### src/rtl/shift_reg_univ.sv
`default_nettype none
// ============================================================================
// Module   : shift_reg_univ
// Purpose  : WIDTH-bit universal register: hold, load, shift, rotate, ASR, clear.
//            Optional frame counter enabled by SHIFT_REG_UNIV_FRAME_EN.
// Revision : 1.0 - initial release
// ============================================================================
module shift_reg_univ #(
    parameter int              WIDTH     = 8,
    parameter logic [WIDTH-1:0] RESET_VAL = {WIDTH{1'b0}}
) (
    input  logic             clk,
    input  logic             rst_n,
    input  logic [2:0]       mode,
    input  logic [WIDTH-1:0] D,
    input  logic             sin_l,
    input  logic             sin_r,
    output logic [WIDTH-1:0] Q,
    output logic             sout_msb,
    output logic             sout_lsb
`ifdef SHIFT_REG_UNIV_FRAME_EN
    ,
    output logic [$clog2(WIDTH+1)-1:0] cnt,
    output logic                       frame_done
`endif
);

    localparam logic [2:0] c_MODE_HOLD  = 3'b000;
    localparam logic [2:0] c_MODE_LOAD  = 3'b001;
    localparam logic [2:0] c_MODE_SHL   = 3'b010;
    localparam logic [2:0] c_MODE_SHR   = 3'b011;
    localparam logic [2:0] c_MODE_ROL   = 3'b100;
    localparam logic [2:0] c_MODE_ROR   = 3'b101;
    localparam logic [2:0] c_MODE_ASR   = 3'b110;
    localparam logic [2:0] c_MODE_CLEAR = 3'b111;

    logic [WIDTH-1:0] r_q;
    logic [WIDTH-1:0] w_q_next;

    always_comb begin
        w_q_next = r_q;
        case (mode)
            c_MODE_HOLD:  w_q_next = r_q;
            c_MODE_LOAD:  w_q_next = D;
            c_MODE_SHL:   w_q_next = {r_q[WIDTH-2:0], sin_l};
            c_MODE_SHR:   w_q_next = {sin_r, r_q[WIDTH-1:1]};
            c_MODE_ROL:   w_q_next = {r_q[WIDTH-2:0], r_q[WIDTH-1]};
            c_MODE_ROR:   w_q_next = {r_q[0], r_q[WIDTH-1:1]};
            c_MODE_ASR:   w_q_next = {r_q[WIDTH-1], r_q[WIDTH-1:1]};
            c_MODE_CLEAR: w_q_next = RESET_VAL;
        endcase
    end

    always_ff @(posedge clk) begin
        if (!rst_n) begin
            r_q <= RESET_VAL;
        end else begin
            r_q <= w_q_next;
        end
    end

    assign Q        = r_q;
    assign sout_msb = r_q[WIDTH-1];
    assign sout_lsb = r_q[0];

`ifdef SHIFT_REG_UNIV_FRAME_EN
    localparam int             CW         = $clog2(WIDTH + 1);
    localparam logic [CW-1:0]  c_CNT_LAST = CW'(WIDTH - 1);

    logic [CW-1:0] r_cnt;
    logic          r_frame_done;
    logic          w_is_shift;

    // Codes SHL..ASR are contiguous; CLEAR is the only code above them.
    assign w_is_shift = (mode >= c_MODE_SHL) && (mode != c_MODE_CLEAR);

    always_ff @(posedge clk) begin
        if (!rst_n) begin
            r_cnt        <= '0;
            r_frame_done <= 1'b0;
        end else begin
            r_frame_done <= 1'b0;
            if (mode == c_MODE_LOAD || mode == c_MODE_CLEAR) begin
                r_cnt <= '0;
            end else if (w_is_shift) begin
                // Wrap at WIDTH so the counter never holds the value WIDTH.
                if (r_cnt == c_CNT_LAST) begin
                    r_cnt        <= '0;
                    r_frame_done <= 1'b1;
                end else begin
                    r_cnt <= r_cnt + CW'(1);
                end
            end
        end
    end

    assign cnt        = r_cnt;
    assign frame_done = r_frame_done;
`endif

endmodule
`default_nettype wire

### config.mk
export PLATFORM = sky130hd
export DESIGN_NAME = shift_reg_univ
export DESIGN_NICKNAME = d
export VERILOG_FILES = /design/src/rtl/shift_reg_univ.sv
export SDC_FILE = /design/constraint.sdc
export NUM_CORES = 1
export LEC_CHECK = 0
export ABC_CLOCK_PERIOD_IN_PS = 3000
export CAP_MARGIN = 20
export CORE_MARGIN = 2
export CORE_UTILIZATION = 40
export DETAILED_ROUTE_END_ITERATION = 10
export PLACE_DENSITY = 0.82
export SLEW_MARGIN = 30
export SYNTH_ARGS = -nofsm -noshare
export SYNTH_HDL_FRONTEND = slang
export SYNTH_SLANG_ARGS = --single-unit
### constraint.sdc
create_clock -name clk -period 3 [get_ports clk]
set_input_delay 0.6 -clock clk [delete_from_list [all_inputs] [get_ports clk]]
set_output_delay 0.6 -clock clk [all_outputs]
set_load 0.03 [all_outputs]
## After elaboration in Yosys (flattened, before gate mapping)

Cells that the tools add are included.

- Output and inout port bits: 10
- Register bits after elaboration: 8
- Logic and storage cells: 14

- Muxes and demuxes: 1
- Eq/ne operators: 7
- Reduce and logical (&&, ||, !) cells: 2
- Bitwise operators: 2

Operators by type and width:

| operator | count |
|---|---|
| case mux 8 bit (7 select lines) | 1 |
| equality test 3 bit, second input constant | 4 |
| equality test 3 x 2 -> 1 bit, second input constant | 2 |
| equality test 3 x 1 -> 1 bit, second input constant | 1 |
| zero test 3 bit | 1 |
| NOT 1 bit | 2 |
| AND reduction 2 bit | 1 |

## Logic depth before layout (Yosys ltp)

- Word-level depth: 3
- Depth in mapped cells: 7

## Worst setup path after synthesis

OpenSTA, ideal clock, no wires.

- Path type: in2reg
- From: input mode[1]
- To: register r_q[1], in the netlist Q[1]
- Slack: 1.372 ns
- Library setup time: 0.116 ns
- Cell stages on the path: 7
- Buffers on the path: 3
- Arrival time: 1.511 ns
- Cell sequence: buf_4 -> or2_1 -> buf_6 -> buf_6 -> o211ai_2 -> o21ai_1 -> o211a_1

- Longest elaborated chain between the ends: 2
- Elaborated cells on any way between the ends: 9
- Classes of those cells: eq/ne: 7; mux: 1; reduce/logical: 1

RTL lines:

| item | RTL line | source |
|---|---|---|
| from (decl) | 14 | `input logic [2:0] mode,` |
| equality test 3 bit, or another cell as far along | 42 | `case (mode)` |
| case mux 8 bit (7 select lines) | 42 |  |
| to (signal assigned) | 58 | `r_q <= w_q_next;` |
| to (decl) | 37 | `logic [WIDTH-1:0] r_q;` |

Several ways; a longest one is shown, not always the timed one.
A chain may end at the register's enable or synchronous reset.

## Worst setup path in the final report

- From: input mode[1]
- To: register r_q[3], in the netlist Q[3]

Same word-level chain as after synthesis.

==> flow_summary.toml <==
[logic_synthesis]
ys_seq_area_frac = 0.2712
ys_warn_count = 0
ys_types = 23
avgSynthCellArea_um2 = 8.948
synth_nets = 81
synth-seq-cells = 8
netlist_instances = 66
synth_area_leaders = "dfxtp_1 27%, o211ai_2 13%, o211a_1 10%"
synth_area_um2 = 590.6
yosys.area.top_type = "dfxtp_1"
synth_top_area_frac = 0.2712

[die]
ioPinCount = 25
die_area_mm2 = 0.001800
rows = 13
die_x_um = 42.43
core_mm2 = 0.001334
die_h_um = 42.43
initial_utilization = 0.4428

[sta]
hold_viol_final = 0
tns_ns = 0
rsz0062_at_grt = "false"
tightestPinTransition_ns = 0.5968
fmax_ghz = 0.4802
hold-worst-slack_ns = 0.5593
drv_slew = 0
fin_crit_sh = 0.6942
relSlewSlack = 0.6021
setup_ws_ns = 0.9175
fin_crit_ns = 2.083
setup_violations = 0
skew_ns = 0.008277

[place]
place_hpwl_um = 997
place_ws_ns = 0.6644
numPortBuffers = 24
place.gp.congestion = 0.7485

[route]
ant_nets = 0
vias = 589
viasPerCell = 5.949
route.detailed.drc = 0
routed_wl_um = 1393
wl_per_cell_um = 14.07
dr.first_iter.drc_count = 24
first_pass_iters = 4

[pwr]
p_leak_nw = 0.3354
ir_drop_mv = 0.2508
p_total_mw = 0.3259
p_per_area_mw_per_mm2 = 405.0

[final_layout]
largest_reg_flops = 8
register_area_um2 = 160.2
layout-drive-gt1-share = 0.1429
diodes = 0
multi_input_area_um2 = 351.6
layout_commonest_cell = "clkdlybuf4s50_1"
layout_common_cells = "24 x clkdlybuf4s50_1, 9 x o21ai_1, 8 x dfxtp_1"
post-route-util = 0.6032
num-fill-cells = 112
areaGrowthSynthToFinish_pct = 36.23
nets = 101

[clock_tree]
clk_latency_ns = 0.26
htreeDepth = 1
cts_tree = "yes"
cts_buffer_depth = 2
ctsResizeCount = 0
cts_root_buf = "clkbuf_4"
clk_pin_slew_ns = 0.06
cts_buffers = 3
cts.sinks = 8
cts_hold_buf = 0
post-cts-setup-buffer-count = 0

[grt]
grt_overflow = 0
grt_usage = 0.1640
grt_max_degree = 22
antenna_found_initial = 0
grt_first_pass_wirelength_um = 2242
grt_pass1_vias = 512

[min_path]
hp-class = "reg -> reg"

[job]
cap_violations = 0

[critical_path]
required_ns = 3.20
crit_fanout = 15
end_kind = "flop"
crit_path_start_kind = "input port"
crit_type = "in -> reg"
arrival_ns = 2.28

[run_status]
status = "finished clean"
area by class of cell:
type                    count  share of cell area
clock buffers               3             0.02799
inverters                   1            0.004666
multi-input cells          47              0.4370
flip-flops and latches      8              0.1991
well taps                  15             0.02333
repair buffers             25              0.3079
metal layers:
layer | global-route usage | part of all wire | wire length, µm
met2 | 0.2492 | 0.46 | 647
met5 | 0 | 0 | 0
met4 | 0.07500 | 0.018 | 25
met3 | 0.04741 | 0.092 | 128
met1 | 0.2119 | 0.42 | 591
final timing paths:
check             startpoint  endpoint  slack [ns]  cells after the start
hold / removal          Q[0]      Q[0]        0.56                      2
setup reg to reg        Q[0]      Q[7]        2.12                      4
hold reg to reg         Q[0]      Q[0]        0.56                      2
setup / recovery     mode[1]      Q[3]        0.92                      5
power by group:
part	internal, mW	switching, mW	leakage [nW]	total [mW]
Sequential	0.115	0.00897	0.0659	0.124
Combinational	0.0573	0.0597	0.256	0.117
Clock	0.0460	0.0392	0.0138	0.0852
Total	0.218	0.108	0.335	0.326
stage by stage:
stage / std cells / cell area [µm²]
after global routing: 99 / 804.5
after floorplan: 66 / 590.6
after CTS: 99 / 804.5
after detailed placement: 96 / 782.0
after global placement: 96 / 782.0
final: 99 / 804.5
Yosys cell counts (all sizes together):
master    n
a21oi     4
a221oi    1
and2      1
buf      10
dfxtp     8
inv       1
nand2     2
nand2b    1
nand3b    1
nand4b    2
nor2      3
o2111ai   1
o211a     6
o211ai    6
o21ai     9
o22ai     6
or2       2
xnor2     2
kinds of logic (layout without fill, tap and decap cells):
logic type,after synthesis,count (layout),synth area share
AO/OA/AOI/OAI,33,33,0.4322
XOR/XNOR,2,2,0.04238
buffers and inverters,11,29,0.1334
flip-flops,8,8,0.2712
AND/OR/NAND/NOR,12,12,0.1208
worst max-delay path, stage by stage:
cell and delay (ns):
clkdlybuf4s50_1 0.65, or2_1 0.54, o22ai_1 0.17, o21ai_1 0.16
o211a_1 0.16
No activity file was read; power rests on OpenSTA's default activity.
